**src/rtl/div_pkg.sv**
```systemverilog
`default_nettype none
// ============================================================================
// Module  : div_pkg
// Brief   : Shared state type and default width for the shift/subtract divider
// Revision: 1.0  initial release
// ============================================================================
package div_pkg;

    typedef enum logic [1:0] {
        IDLE  = 2'd0,
        SHIFT = 2'd1,
        SUB   = 2'd2,
        HOLD  = 2'd3
    } div_state_t;

    localparam int DIV_WIDTH_DEFAULT = 8;

endpackage : div_pkg
`default_nettype wire

```
**src/rtl/div_sub_unit.sv**
```systemverilog
`default_nettype none
// ============================================================================
// Module  : div_sub_unit
// Brief   : Trial subtraction of the divisor from the partial remainder
// Revision: 1.0  initial release
// ============================================================================
module div_sub_unit #(
    parameter int WIDTH = 8
) (
    input  logic [WIDTH:0]   i_pr,
    input  logic [WIDTH-1:0] i_d,
    output logic [WIDTH:0]   o_diff,
    output logic             o_borrow
);

    // One guard bit above the partial remainder catches the borrow.
    logic [WIDTH+1:0] w_diff;

    assign w_diff   = {1'b0, i_pr} - {2'b00, i_d};
    assign o_diff   = w_diff[WIDTH:0];
    assign o_borrow = w_diff[WIDTH+1];

endmodule : div_sub_unit
`default_nettype wire

```
**src/rtl/shift_sub_divider.sv**
```systemverilog
`default_nettype none
// ============================================================================
// Module  : shift_sub_divider
// Brief   : Button-driven sequential unsigned restoring divider (Q / Din)
// Revision: 1.0  initial release
// ============================================================================
module shift_sub_divider
    import div_pkg::*;
#(
    parameter int WIDTH = DIV_WIDTH_DEFAULT
) (
    input  logic             Clk,
    input  logic             Reset,
    input  logic             ClearR_LoadQ,
    input  logic             Run,
    input  logic [WIDTH-1:0] Din,
    output logic [WIDTH-1:0] Q,
    output logic [WIDTH-1:0] R,
    output logic             Busy,
    output logic             Done,
    output logic             DivZero
);

    localparam int CNT_W = (WIDTH > 1) ? $clog2(WIDTH) : 1;
    localparam logic [CNT_W-1:0] c_LAST_CNT = CNT_W'(WIDTH - 1);

    div_state_t       r_state, w_state;
    logic [WIDTH-1:0] r_q, w_q;
    logic [WIDTH-1:0] r_d, w_d;
    logic [WIDTH:0]   r_pr, w_pr;
    logic [CNT_W-1:0] r_cnt, w_cnt;
    logic             r_divzero, w_divzero;

    logic [WIDTH:0]   w_sub_diff;
    logic             w_sub_borrow;

    div_sub_unit #(
        .WIDTH (WIDTH)
    ) u_sub (
        .i_pr     (r_pr),
        .i_d      (r_d),
        .o_diff   (w_sub_diff),
        .o_borrow (w_sub_borrow)
    );

    always_comb begin
        w_state   = r_state;
        w_q       = r_q;
        w_d       = r_d;
        w_pr      = r_pr;
        w_cnt     = r_cnt;
        w_divzero = r_divzero;

        case (r_state)
            IDLE: begin
                if (ClearR_LoadQ) begin
                    w_q       = Din;
                    w_pr      = '0;
                    w_divzero = 1'b0;
                end else if (Run) begin
                    w_d       = Din;
                    w_pr      = '0;
                    w_cnt     = '0;
                    w_divzero = 1'b0;
                    if (Din != '0) begin
                        w_state = SHIFT;
                    end else begin
                        // Divide by zero: saturate quotient, dividend lands in R.
                        w_q       = '1;
                        w_pr      = {1'b0, r_q};
                        w_divzero = 1'b1;
                        w_state   = HOLD;
                    end
                end
            end
            SHIFT: begin
                w_pr    = {r_pr[WIDTH-1:0], r_q[WIDTH-1]};
                w_q     = {r_q[WIDTH-2:0], 1'b0};
                w_state = SUB;
            end
            SUB: begin
                if (!w_sub_borrow) begin
                    w_pr   = w_sub_diff;
                    w_q[0] = 1'b1;
                end
                if (r_cnt == c_LAST_CNT) begin
                    w_state = HOLD;
                end else begin
                    w_cnt   = r_cnt + CNT_W'(1);
                    w_state = SHIFT;
                end
            end
            HOLD: begin
                if (ClearR_LoadQ) begin
                    w_q       = Din;
                    w_pr      = '0;
                    w_divzero = 1'b0;
                end else if (!Run) begin
                    w_state = IDLE;
                end
            end
            default: w_state = IDLE;
        endcase
    end

    always_ff @(posedge Clk) begin
        if (Reset) begin
            r_state   <= IDLE;
            r_q       <= '0;
            r_d       <= '0;
            r_pr      <= '0;
            r_cnt     <= '0;
            r_divzero <= 1'b0;
        end else begin
            r_state   <= w_state;
            r_q       <= w_q;
            r_d       <= w_d;
            r_pr      <= w_pr;
            r_cnt     <= w_cnt;
            r_divzero <= w_divzero;
        end
    end

    assign Q       = r_q;
    assign R       = r_pr[WIDTH-1:0];
    assign Busy    = (r_state == SHIFT) || (r_state == SUB);
    assign Done    = (r_state == HOLD);
    assign DivZero = r_divzero;

endmodule : shift_sub_divider
`default_nettype wire

```
**config.mk**
```make
export PLATFORM = sky130hd
export DESIGN_NAME = shift_sub_divider
export DESIGN_NICKNAME = d
export VERILOG_FILES = /design/src/rtl/div_pkg.sv /design/src/rtl/div_sub_unit.sv /design/src/rtl/shift_sub_divider.sv
export SDC_FILE = /design/constraint.sdc
export NUM_CORES = 1
export LEC_CHECK = 0
export ABC_AREA = 1
export CORE_MARGIN = 2
export CORE_UTILIZATION = 50
export CTS_CLUSTER_SIZE = 12
export DETAILED_ROUTE_END_ITERATION = 6
export HOLD_SLACK_MARGIN = 0.1
export PLACE_DENSITY = 0.77
export SLEW_MARGIN = 20
export SYNTH_ARGS = -nofsm -noshare
export SYNTH_HDL_FRONTEND = slang
export SYNTH_SLANG_ARGS = --single-unit
```
**constraint.sdc**
```tcl
create_clock -name Clk -period 1.8 [get_ports Clk]
set_clock_uncertainty 0.2 [all_clocks]
set_input_delay 0.36 -clock Clk [delete_from_list [all_inputs] [get_ports Clk]]
set_output_delay 0.36 -clock Clk [all_outputs]
set_load 0.05 [all_outputs]
```
* After elaboration in Yosys (flattened, before gate mapping) *
Cells that the tools add are included.

word-level totals
  register bits = 31
  bits of input ports = 12
  logic and storage cells = 65

cells by class
  add/subtract/negate cells = 2
  eq/ne operators = 13
  muxes and demuxes = 29
  bitwise gates (word level) = 1
  reduce and logical (&&, ||, !) cells = 13

operators by type and width
  operator               count
  $mux W8                5
  $mux W9                4
  $pmux W9 S4            1
  $pmux W7 S3            1
  $reduce_and A4 Y1      4
  $ne A2 B2 Y1 const B   7
  $mux W2                6
  $sub A9 B8 Y10         1
  $mux W3                3
  $reduce_and A3 Y1      3
  $pmux W2 S4            1
  $reduce_bool A8 Y1     1
  $ne A3 B3 Y1 const B   2
  $pmux W3 S2            1
  $mux W1                5
  $eq A2 B2 Y1 const B   2
  $pmux W1 S4            1
  $reduce_bool A2 Y1     2
  $add A3 B1 Y3 const B  1
  $eq A3 B3 Y1 const B   1
  $reduce_bool A3 Y1     1
  $eq A2 B1 Y1 const B   1
  $logic_not A2 Y1       1
  $pmux W1 S2            1
  2 further kinds        2

* Logic depth before layout (Yosys ltp) *
  depth in word-level cells = 5
  depth in mapped cells = 13
  depth with buffers taken out = 13

* Hierarchy *
From an unflattened synthesis, not the netlist that was laid out.

second synthesis, totals
  cells, all modules = 383
  area, all modules = 2329.7 um^2

modules (own cells, without submodules)
  module             instances  cells an instance  area an instance (um^2)  seq. area each (um^2)
  shift_sub_divider  1          286                1831.8                   620.6
  div_sub_unit       1          97                 498.0                    0.0

* Least setup slack after synthesis *
Ideal clock, no wire load.

  path type = flip-flop to flip-flop
  start point = reg r_state[0]
  end point = reg r_pr[3]
  setup time = 117 ps
  data arrival time = 1707 ps
  slack = -224 ps
  cell stages (with the launch flop) = 9
  buffers on the path = 0
  period minus slack after synthesis = 2024 ps
  cell sequence = dfxtp_1 ha_1 inv_2 a21oi_4 inv_1 nand2_2 inv_1 o21ai_0 nor2_1

between the ends
  cells in the longest elaborated chain, start to end = 3

ends and longest elaborated chain
  element                             RTL line                  RTL
  start: declaration                  shift_sub_divider.sv:27   div_state_t r_state, w_state;
  start signal: assignment            shift_sub_divider.sv:115  r_state <= w_state;
  $eq A2 B2 Y1 *                      --
  via Done                            shift_sub_divider.sv:20   output logic Done,
  $ne A2 B2 Y1 (no source line)       --
  $reduce_and A3 Y1 (no source line)  --
  end signal: assignment              shift_sub_divider.sv:118  r_pr <= w_pr;
  end: declaration                    shift_sub_divider.sv:30   logic [WIDTH:0] r_pr, w_pr;

Mark *: on every way through the listed nets, which the timed path passes. The rest lies on a longest branch.
A chain may end at the register's enable or synchronous reset.

* Worst setup path after layout *
  start point = reg r_d[6]
  end point = reg r_q[0] (netlist: Q[0])

between the ends
  cells in the longest elaborated chain, start to end = 3

ends and longest elaborated chain
  element                             RTL line                  RTL
  start: declaration                  shift_sub_divider.sv:29   logic [WIDTH-1:0] r_d, w_d;
  start signal: assignment            shift_sub_divider.sv:117  r_d <= w_d;
  $sub A9 B8 Y10                      div_sub_unit.sv:19        assign w_diff = {1'b0, i_pr} - {2'b00, i_d};
  $ne A2 B2 Y1 (no source line)       --
  $reduce_and A4 Y1 (no source line)  --
  end signal: assignment              shift_sub_divider.sv:116  r_q <= w_q;
  end: declaration                    shift_sub_divider.sv:28   logic [WIDTH-1:0] r_q, w_q;

No other way between the ends.

==> key figures <==
Pwr
  – Cell internal pwr: between 4 and 5 mW
  – Clock power share: 0.070
  – Leakage: about 1.7 nW
  – Sequential power share: 0.150
  – Power Total: around 8.2 mW
  – Switching share of power: 0.506
  – Worst vdd ir: ~1.6 mV
  – Pwr per Cell Area: around 2200 nW/um^2
  – Comb pwr share: 0.781
  – Switch Pwr: about 4.2 mW

GRT
  – Largest net degree at the start of global routing: 12
  – Vias in the first global route: between 2000 and 3000
  – First-pass GRT wire length: 13100 microns
  – Grt total ovfl: 0
  – Initial antenna violation count: 0
  – GRT Overall Usage: 0.333

Setup path
  – Setup Crit Path Kind: reg -> reg
  – Worst Path Max Fanout: 8
  – CP arrival: between 2 and 2.5 ns
  – CP Launch Type: flop
  – Critical path capture point type: flop
  – CP required: between 1.5 and 2 ns

Clock tree
  – Clock Path Buffers: 2
  – TritonCTS clock tree: done
  – CTS Buf Count: 5
  – Root Driver: clkbuf_8
  – Clk sinks: 31
  – Clock latency on the worst-skew pair: 0.29 ns
  – Number of H-tree levels: 2
  – Worst-path clk slew: around 0.07 ns
  – Hold Buf Count CTS: 0

Routing
  – DRT iter0 DRCs: about 470
  – Final ANT Viol Nets: 0
  – Drt pass-1 iters: 7
  – Residual DRC: 24
  – DR WL/cell: around 22 microns
  – Final WL: 10400 microns
  – Vias per Instance: approximately 6.4
  – Via count: a little over 3000

Finish
  – Fin util: 0.866
  – ANT cells: 0
  – Syn-to-layout area delta: 68.5%
  – Commonest non-fill, non-tap cell in the layout: buf_4
  – Fin area: approximately 3700 sq um
  – Final #Nets: about 450
  – Most frequent cells in the layout: buf_4, nand2_1, inv_1
  – Layout cell share with drive strength beyond 1: 0.483

Synth
  – Mapped Nets: approximately 350
  – Syn_area_per_cell: between 6 and 7 sq um
  – Seq cells post-synth: 31
  – Sequential share of the synthesized area: 0.279
  – YS warnings: 0
  – Count of cell types in the netlist: 32
  – Post-Syn Area: roughly 2200 sq um
  – Mapped Cells: between 300 and 400

Placement
  – GPL Wtd Cong: 0.967
  – Detailed Place HPWL: between 5000 and 6000 microns
  – Port Buf Inserts: 30
  – Post-DP Area: around 3200 sq um
  – Pre-CTS setup slack: -0.290 ns

Die
  – Die area: approximately 5000 sq um
  – Num rows: 24
  – Die width: about 71 microns
  – Core area: approximately 4300 sq um
  – Die Height: 70.7 microns
  – IO Pins: 31
  – Initial core utilization: 0.514

STA
  – Max Transition Viols Final: 0
  – Tcrit/Tclk final: 1.15
  – Crit path time final: 2.08 ns
  – Least-Margin Pin Slew: about 0.38 ns
  – Worst setup margin: -0.277 ns
  – Final hold viol count: 0
  – Unrepaired setup endpoints after global routing: yes
  – Fmax: just under 0.5 GHz
  – Finish-stage setup viols: 25
  – Setup Total Neg Slack: -2.74 ns
  – Max_slew headroom: 0.747

Status
  – Status: finished, violations left
  – Failing checks: design-rule violations, negative setup slack

Job
  – Total of max-cap violations: 0

Hold path
  – Hold Crit Class: in -> reg
metal layers:
metal	share of wire	global-route usage
met5	0	0
met4	0.067	0.178
met3	0.11	0.0684
met2	0.47	0.582
met1	0.35	0.380
worst paths after layout:
check | slack [ns] | to | startpoint | cells past startpoint
setup / recovery | -0.28 | Q[0] | r_d[6] | 10
hold / removal | 0.25 | r_d[0] | Din[0] | 3
setup reg to reg | -0.28 | Q[0] | r_d[6] | 10
hold reg to reg | 0.30 | r_cnt[1] | r_cnt[1] | 2
state kept, by name, summed over array words and instances (netlist names):
name / flops
r_pr: 9
r_d: 8
r_cnt: 3
DivZero: 1
Q: 8
r_state: 2
stage by stage:
stage / std cells / hold WS, ns
global placement: 461 / 0.255
global route: 476 / 0.271
floorplan: 326 / 0.233
finish: 476 / 0.251
detailed placement: 461 / 0.271
CTS: 472 / 0.279
cells by family after synthesis:
kind of cell / count (synthesis) / synth area share
simple gates: 145 / 0.297
buf+inv: 62 / 0.135
fa+ha+maj: 15 / 0.0878
flops: 31 / 0.279
compound gates: 73 / 0.200
power by group through the flow:
stage | Clock (mW) | Sequential, mW | Combinational [mW]
finish | 0.576 | 1.23 | 6.43
floorplan | 0 | 1.35 | 2.62
detailed placement | 0 | 1.13 | 4.96
global placement | 0 | 1.12 | 4.81
CTS | 0.551 | 1.15 | 5.49
global route | 0.595 | 1.24 | 6.68
area by class of cell:
type,count,area [sq um]
clock buffers,6,82.6
clock inverters,1,5.00
fillers,196,579
inverters,44,175
multi-input cells,233,1650
flip-flops and latches,31,633
well taps,52,65.1
repair buffers,109,1130
timing repair:
action / in CTS / in global routing
cloned: 1 / 0
setup buffers: 3 / 4
hold endpoints to repair: 0 / 0
pin swaps: 23 / 24
resized for setup: 44 / 61
endpoints found under the setup margin: 20 / 29
critical path, stage by stage, from the launching register on:
cell	delay (ns)
dfxtp_1	0.34
inv_2	0.07
ha_4	0.23
nand2_1	0.10
nand2_1	0.12
a21oi_2	0.24
nand4_4	0.16
nand2_4	0.14
inv_6	0.06
a21oi_1	0.22
nor2_1	0.09
synth_stat cells, drive strengths merged:
library cell	number	share of area
nor3	1	0.0045
nand3b	3	0.010
clkbuf	2	0.0034
o22ai	4	0.011
inv	44	0.075
o211a	1	0.0045
ha	14	0.079
nand2	85	0.16
a221oi	7	0.028
a21oi	34	0.088
nand3	22	0.050
o21ai	25	0.056
fa	1	0.0090
dfxtp	31	0.28
or2	4	0.011
nand4	1	0.0056
a31oi	2	0.012
nor2	29	0.060
buf	16	0.056
Power figures use the tool's default switching activity.
